[src/rtl/fixed_divider_pkg.sv]
// Shared fixed-point definitions for the sequential SQm.n divider:
// word/quotient widths, the saturation constant, FSM state encoding
// and a magnitude helper.
package fixed_divider_pkg;

   localparam int FD_M = 12;                // integer bits, including sign
   localparam int FD_N = 12;                // fractional bits
   localparam int FD_W = FD_M + FD_N;       // word width
   localparam int FD_Q = FD_M + 2 * FD_N;   // quotient width

   // One SQm.n word.
   typedef logic [FD_W-1:0] qmn_t;

   // Largest positive SQm.n value (0x7FF..F).
   localparam qmn_t FD_NSAT = {1'b0, {(FD_W-1){1'b1}}};

   typedef enum logic [1:0] {
      IDLE   = 2'd0,
      DIVIDE = 2'd1,
      FINISH = 2'd2
   } fd_state_e;

   // Magnitude of a two's complement word as an unsigned word.
   // The most negative value maps to 2^(W-1), which still fits unsigned.
   function automatic qmn_t fd_abs(input qmn_t v);
      return v[FD_W-1] ? -v : v;
   endfunction

endpackage

[src/rtl/fixed_divider_if.sv]
// Request/result bundle of the fixed-point divider.
// master: the requester; slave: the divider.
interface fixed_divider_if #(
   parameter int W = 24
);
   logic         i_start;
   logic [W-1:0] i_num;
   logic [W-1:0] i_den;
   logic         i_abs;
   logic         o_busy;
   logic         o_valid;
   logic [W-1:0] o_data;
   logic         o_sat;
   logic         o_div0;

   modport master (
      output i_start, i_num, i_den, i_abs,
      input  o_busy, o_valid, o_data, o_sat, o_div0
   );

   modport slave (
      input  i_start, i_num, i_den, i_abs,
      output o_busy, o_valid, o_data, o_sat, o_div0
   );
endinterface

[src/rtl/fixed_divider_step.sv]
// One restoring-division step: shift the next dividend bit into the
// remainder and try to subtract the divisor. Purely combinational.
// Relies on rem_in < den, which keeps every remainder within W bits.
module fixed_divider_step #(
   parameter int W = 24
) (
   input  logic [W-1:0] rem_in,
   input  logic         bit_in,
   input  logic [W-1:0] den,
   output logic [W-1:0] rem_out,
   output logic         q_bit
);
   logic [W:0] shifted;
   logic [W:0] diff;

   assign shifted = {rem_in, bit_in};
   assign diff    = shifted - {1'b0, den};
   // No borrow out of the trial subtract means the divisor fitted.
   assign q_bit   = ~diff[W];
   assign rem_out = q_bit ? diff[W-1:0] : shifted[W-1:0];
endmodule

[src/rtl/fixed_divider.sv]
// Sequential signed SQm.n divider: o_data = i_num / i_den, truncated
// toward zero, by restoring long division on magnitudes.
// Optional build macro FIXED_DIVIDER_RADIX4_EN: two chained step units
// retire two quotient bits per clock (quotient width must be even).
// Without it one bit is retired per clock.
module fixed_divider
   import fixed_divider_pkg::*;
(
   input  logic             clk,
   input  logic             reset_n,
   fixed_divider_if.slave   bus
);
   localparam int W  = FD_W;
   localparam int N  = FD_N;
   localparam int Q  = FD_Q;
   localparam int CW = $clog2(Q + 1);
`ifdef FIXED_DIVIDER_RADIX4_EN
   localparam int SPC = 2;      // quotient bits per clock
`else
   localparam int SPC = 1;
`endif

   fd_state_e       state_reg, state_next;
   logic            sign_reg;
   logic            div0_reg;
   logic [W-1:0]    den_reg;
   logic [Q-1:0]    dvd_reg;
   logic [Q-1:0]    quot_reg;
   logic [W-1:0]    rem_reg;
   logic [CW-1:0]   cnt_reg;
   logic            valid_reg;
   logic [W-1:0]    data_reg;
   logic            sat_reg;
   logic            div0_out_reg;

   logic            accept;
   logic            den_zero;
   logic            last_step;
   logic [W-1:0]    rem_chain [0:SPC];
   logic [SPC-1:0]  q_bits;
   logic            sat_calc;
   logic [W-1:0]    mag_calc;
   logic [W-1:0]    result_calc;

   assign accept    = (state_reg == IDLE) && bus.i_start;
   assign den_zero  = (bus.i_den == '0);
   assign last_step = (cnt_reg == CW'(SPC));

   // Chain of step units; unit gi consumes dividend bit Q-1-gi and
   // produces the quotient bit of the same weight within this clock.
   assign rem_chain[0] = rem_reg;
   generate
      for (genvar gi = 0; gi < SPC; gi++) begin : g_step
         fixed_divider_step #(.W(W)) u_step (
            .rem_in  (rem_chain[gi]),
            .bit_in  (dvd_reg[Q-1-gi]),
            .den     (den_reg),
            .rem_out (rem_chain[gi+1]),
            .q_bit   (q_bits[SPC-1-gi])
         );
      end
   endgenerate

   // Result stage: saturate on overflow or divide-by-zero, then restore sign.
   assign sat_calc    = div0_reg | (|quot_reg[Q-1:W-1]);
   assign mag_calc    = sat_calc ? FD_NSAT : quot_reg[W-1:0];
   assign result_calc = sign_reg ? -mag_calc : mag_calc;

   // State register.
   always_ff @(posedge clk or negedge reset_n) begin
      if (!reset_n) state_reg <= IDLE;
      else          state_reg <= state_next;
   end

   // Next-state logic; a zero divisor skips straight to the result.
   always_comb begin
      state_next = state_reg;
      case (state_reg)
         IDLE:    if (bus.i_start) state_next = den_zero ? FINISH : DIVIDE;
         DIVIDE:  if (last_step)   state_next = FINISH;
         FINISH:  state_next = IDLE;
         default: state_next = IDLE;
      endcase
   end

   // Operand capture on accept, then one shift/subtract round per clock.
   always_ff @(posedge clk or negedge reset_n) begin
      if (!reset_n) begin
         sign_reg <= 1'b0;
         div0_reg <= 1'b0;
         den_reg  <= '0;
         dvd_reg  <= '0;
         quot_reg <= '0;
         rem_reg  <= '0;
         cnt_reg  <= '0;
      end else if (accept) begin
         // Divide-by-zero takes the numerator's sign alone.
         sign_reg <= (den_zero ? bus.i_num[W-1] : (bus.i_num[W-1] ^ bus.i_den[W-1]))
                     & ~bus.i_abs;
         div0_reg <= den_zero;
         den_reg  <= fd_abs(bus.i_den);
         dvd_reg  <= Q'(fd_abs(bus.i_num)) << N;
         quot_reg <= '0;
         rem_reg  <= '0;
         cnt_reg  <= CW'(Q);
      end else if (state_reg == DIVIDE) begin
         rem_reg  <= rem_chain[SPC];
         dvd_reg  <= dvd_reg << SPC;
         quot_reg <= {quot_reg[Q-SPC-1:0], q_bits};
         cnt_reg  <= cnt_reg - CW'(SPC);
      end
   end

   // Output registers: one-cycle valid pulse, result held until the next one.
   always_ff @(posedge clk or negedge reset_n) begin
      if (!reset_n) begin
         valid_reg    <= 1'b0;
         data_reg     <= '0;
         sat_reg      <= 1'b0;
         div0_out_reg <= 1'b0;
      end else begin
         valid_reg <= (state_reg == FINISH);
         if (state_reg == FINISH) begin
            data_reg     <= result_calc;
            sat_reg      <= sat_calc;
            div0_out_reg <= div0_reg;
         end
      end
   end

   assign bus.o_busy  = (state_reg != IDLE);
   assign bus.o_valid = valid_reg;
   assign bus.o_data  = data_reg;
   assign bus.o_sat   = sat_reg;
   assign bus.o_div0  = div0_out_reg;
endmodule
[src/flat_wrapper.sv]
// flat-port wrapper written by rule: the top's interface ports become plain ports
module fixed_divider_flat import fixed_divider_pkg::*;
  (clk, reset_n, bus_i_start, bus_i_num, bus_i_den, bus_i_abs, bus_o_busy, bus_o_valid, bus_o_data, bus_o_sat, bus_o_div0);
  fixed_divider_if bus_i ();
  input  logic clk;
  input  logic reset_n;
  input wire logic [$bits(bus_i.i_start)-1:0] bus_i_start;
  input wire logic [$bits(bus_i.i_num)-1:0] bus_i_num;
  input wire logic [$bits(bus_i.i_den)-1:0] bus_i_den;
  input wire logic [$bits(bus_i.i_abs)-1:0] bus_i_abs;
  output wire logic [$bits(bus_i.o_busy)-1:0] bus_o_busy;
  output wire logic [$bits(bus_i.o_valid)-1:0] bus_o_valid;
  output wire logic [$bits(bus_i.o_data)-1:0] bus_o_data;
  output wire logic [$bits(bus_i.o_sat)-1:0] bus_o_sat;
  output wire logic [$bits(bus_i.o_div0)-1:0] bus_o_div0;
  assign bus_i.i_start = bus_i_start;
  assign bus_i.i_num = bus_i_num;
  assign bus_i.i_den = bus_i_den;
  assign bus_i.i_abs = bus_i_abs;
  assign bus_o_busy = bus_i.o_busy;
  assign bus_o_valid = bus_i.o_valid;
  assign bus_o_data = bus_i.o_data;
  assign bus_o_sat = bus_i.o_sat;
  assign bus_o_div0 = bus_i.o_div0;
  fixed_divider u_core (.clk(clk), .reset_n(reset_n), .bus(bus_i));
endmodule
[config.mk]
export PLATFORM = sky130hd
export DESIGN_NAME = fixed_divider_flat
export DESIGN_NICKNAME = d
export VERILOG_FILES = /design/src/rtl/fixed_divider_pkg.sv /design/src/rtl/fixed_divider_if.sv /design/src/rtl/fixed_divider_step.sv /design/src/rtl/fixed_divider.sv /design/src/flat_wrapper.sv
export SDC_FILE = /design/constraint.sdc
export NUM_CORES = 1
export LEC_CHECK = 0
export ABC_CLOCK_PERIOD_IN_PS = 3400
export BUFFER_PORTS_ARGS = -buffer_cell sky130_fd_sc_hd__buf_2
export CAP_MARGIN = 10
export CELL_PAD_IN_SITES_DETAIL_PLACEMENT = 0
export CELL_PAD_IN_SITES_GLOBAL_PLACEMENT = 1
export CORE_AREA = 4 4 129 181
export DETAILED_ROUTE_END_ITERATION = 6
export DIE_AREA = 0 0 133 185
export PLACE_DENSITY_LB_ADDON = 0.1
export SLEW_MARGIN = 5
export SYNTH_ARGS = -nofsm -noshare
export SYNTH_HDL_FRONTEND = slang
export SYNTH_SLANG_ARGS = --single-unit
export TNS_END_PERCENT = 20
[constraint.sdc]
create_clock -name clk -period 3.4 [get_ports clk]
set_clock_uncertainty 0.05 [all_clocks]
set_input_delay 0.34 -clock clk [delete_from_list [all_inputs] [get_ports clk]]
set_output_delay 0.34 -clock clk [all_outputs]
set_load 0.005 [all_outputs]
==> flow_metrics.env <==
export IMPL_p_int_w=0.00288
export IMPL_pre_cts_ws_ps=-32.5
export IMPL_arrival_ps=3510
export IMPL_p_seq_frac=0.460
export IMPL_ys_types=68
export IMPL_synthesis_instances=1035
export IMPL_min_period_ps=3280
export IMPL_cp_common_cell="nor2_2"
export IMPL_ys_flop_type="dfrtp_1"
export IMPL_port_buffers=79
export IMPL_drt_wl_total_mm=21.3
export IMPL_grt_pass1_wl_mm=36.4
export IMPL_fp_dieH_um=185
export IMPL_initial_core_util=0.405
export IMPL_clockPowerShare=0.494
export IMPL_status="completed"
export IMPL_cp_max_fo=3
export IMPL_gr_total_overflow=0
export IMPL_largest_reg_flops=36
export IMPL_n_antenna_cell=0
export IMPL_slowest_stage="or4_4"
export IMPL_synth_top_area_cell="dfrtp_1"
export IMPL_cpPeakStageDelay_ps=460
export IMPL_fin_crit_sh=0.965
export IMPL_power_density_mw_per_mm2=369
export IMPL_hold_violations=0
export IMPL_cts_tree="yes"
export IMPL_maxCapViolations=0
export IMPL_io_pins=80
export IMPL_ys_seq_elements=145
export IMPL_worst_pin_slew_ps=822
export IMPL_ir_worst_vdd_mv=0.333
export IMPL_cts_num_sinks=145
export IMPL_cp_top_family="simple AND/OR/NAND/NOR gates"
export IMPL_post_drt_wl_per_cell_um=15.1
export IMPL_clkLatencyLatePin_ps=430
export IMPL_route_detailed_drc=0
export IMPL_cp_end_kind="flop"
export IMPL_setup_slack_ps=118
export IMPL_synthTopCellsByArea="dfrtp_1 41%, nand2_1 8.5%, o21ai_0 7.8%"
export IMPL_setup_violations=0
export IMPL_synth_sequential_area_ratio=0.413
export IMPL_routed_via_count=7347
export IMPL_netlist_area_mm2=0.00878
export IMPL_ant_nets=0
export IMPL_cts_max_path_buffers=2
export IMPL_slew_headroom=0.452
export IMPL_async_flop_share=1.00
export IMPL_fmax_ghz=0.305
export IMPL_first_pass_iters=5
export IMPL_worstPathCellList="nor4_2 > nand4_1 > nor2_2 > ha_2 > or3b_4 > or3_4 > or4_4 > o21ai_4 > o21ai_2 > nor2_2 > xnor2_1 > o21ai_1"
export IMPL_grtUsageTotal=0.178
export IMPL_path_buf_inv=0
export IMPL_fin_hold_ws_ps=52.4
export IMPL_drtIter0Drc=370
export IMPL_hold_path_class="in -> reg"
export IMPL_layout_nets=1179
export IMPL_core_mm2=0.0217
export IMPL_yosys_top_cells_count="198 x nand2_1, 145 x dfrtp_1, 137 x o21ai_0, 59 x nor2_1, 49 x clkbuf_1"
export IMPL_root_buffer="clkbuf_16"
export IMPL_synth_most_common_cell="nand2_1"
export IMPL_areaGrowthSynthToFinish_pct=15.8
export IMPL_layout_drive_gt1_share=0.154
export IMPL_place_gp_congestion=0.821
export IMPL_clk_pin_slew_ps=60
export IMPL_numCtsBuffers=17
export IMPL_power_switching_w=0.000878
export IMPL_grt_pass1_vias=7446
export IMPL_antenna_found_initial=0
export IMPL_start_kind="flop"
export IMPL_critPathKind="reg -> reg"
export IMPL_synth_edf_count=0
export IMPL_netlist_area_leader_share=0.413
export IMPL_slew_viol_final=0
export IMPL_ys_warn_count=0
export IMPL_die_w_um=133
export IMPL_grt_max_degree=72
export IMPL_dieArea_mm2=0.0246
export IMPL_syn_num_nets=1117
export IMPL_fillerInstances=2203
export IMPL_crit_required_ps=3630
export IMPL_p_leak_nw=4.41
export IMPL_grt_setup_unrepaired="yes"
export IMPL_syn_avg_cell_area_um2=8.49
export IMPL_rows=64
export IMPL_hpwl_mm=15.2
export IMPL_cts_htree_levels=4
export IMPL_switching_share=0.234
export IMPL_combPwrFrac=0.047
export IMPL_viasPerCell=5.22
[per-layer routing]
layer	part of all wire	wire [um]	up-vias	GRT usage
li1	-	-	3756	-
met1	0.44	9310	3468	0.215
met2	0.52	11100	106	0.327
met3	0.029	613	17	0.0283
met4	0.013	276	0	0.0532
met5	0	0	-	0
[path summary, 6_finish.rpt]
kind,slack (ps),depth (start not counted),from,to
worst min-delay path,50,2,bus_i_abs,u_core.sign_reg
worst max-delay path,120,12,u_core.quot_reg[30],u_core.bus.o_data[22]
worst max register to register,120,12,u_core.quot_reg[30],u_core.bus.o_data[22]
max in group asynchronous,1960,3,reset_n,u_core.quot_reg[26]
min in group asynchronous,420,2,reset_n,u_core.bus.o_data[4]
worst min register to register,420,2,u_core.bus.o_data[3],u_core.bus.o_data[3]
[power by group through the flow]
stage | Clock [W] | Sequential (W) | Combinational [W]
floorplan | 0 | 0.00176 | 0.0000728
global placement | 0 | 0.00176 | 0.000178
detailed placement | 0 | 0.00176 | 0.000179
CTS | 0.00191 | 0.00173 | 0.000181
global route | 0.00198 | 0.00172 | 0.000200
finish | 0.00185 | 0.00173 | 0.000175
[worst reg2reg max path: cells and delay by family (launching register included)]
family | cells | cell delay [ps]
and+or+nand+nor | 7 | 2000
DFF | 1 | 400
AOI/OAI and AO/OA | 3 | 380
adders and majority gates | 1 | 180
xor gates and xnor gates | 1 | 130
[through the flow]
step / std cells / util / TNS, ps / power (W) / cell area, um^2
4_1_cts: 1404 / 0.466 / 0 / 0.00381 / 10100
3_3_place_gp: 1370 / 0.438 / 0 / 0.00194 / 9520
6_report: 1407 / 0.469 / 0 / 0.00375 / 10200
3_5_place_dp: 1370 / 0.438 / -36.6 / 0.00194 / 9520
5_1_grt: 1407 / 0.469 / -230 / 0.00391 / 10200
2_1_floorplan: 1035 / - / 0 / 0.00183 / 8820
[cells by family after synthesis]
logic type               share of synthesized area
buffers and inverters                       0.0437
adder cells (fa/ha/maj)                     0.0436
multiplexers                                0.0286
AND/OR/NAND/NOR                              0.206
flip-flops                                   0.413
AO/OA/AOI/OAI                                0.194
XOR/XNOR                                    0.0718
[cell usage in the layout, fill, tap and decap left out, types with 30 or more instances in the layout]
cell     count
a21oi_1     38
buf_2       78
dfrtp_1    145
inv_1       37
nand2_1    197
nand3_1     32
nor2_1      56
o21ai_0    137
xnor2_1     42
xor2_1      30
[what timing repair did]
item | CTS | global route
hold endpoints to repair | 68 | 0
resized for setup | 1 | 8
setup buffers | 1 | 3
pin swaps | 1 | 7
hold buffers | 1 | 0
setup endpoints to repair | 1 | 19
[area by class of cell]
| cell class | instances | area, um^2 | area share |
|---|---|---|---|
| clock inverter | 12 | 134 | 0.0132 |
| timing repair buffer | 102 | 614 | 0.0604 |
| tap | 297 | 372 | 0.0365 |
| inverter | 37 | 139 | 0.0137 |
| multi-input combinational | 794 | 4850 | 0.477 |
| clock buffer | 20 | 437 | 0.0429 |
| sequential | 145 | 3630 | 0.357 |
(Power assumes the default switching activity.)
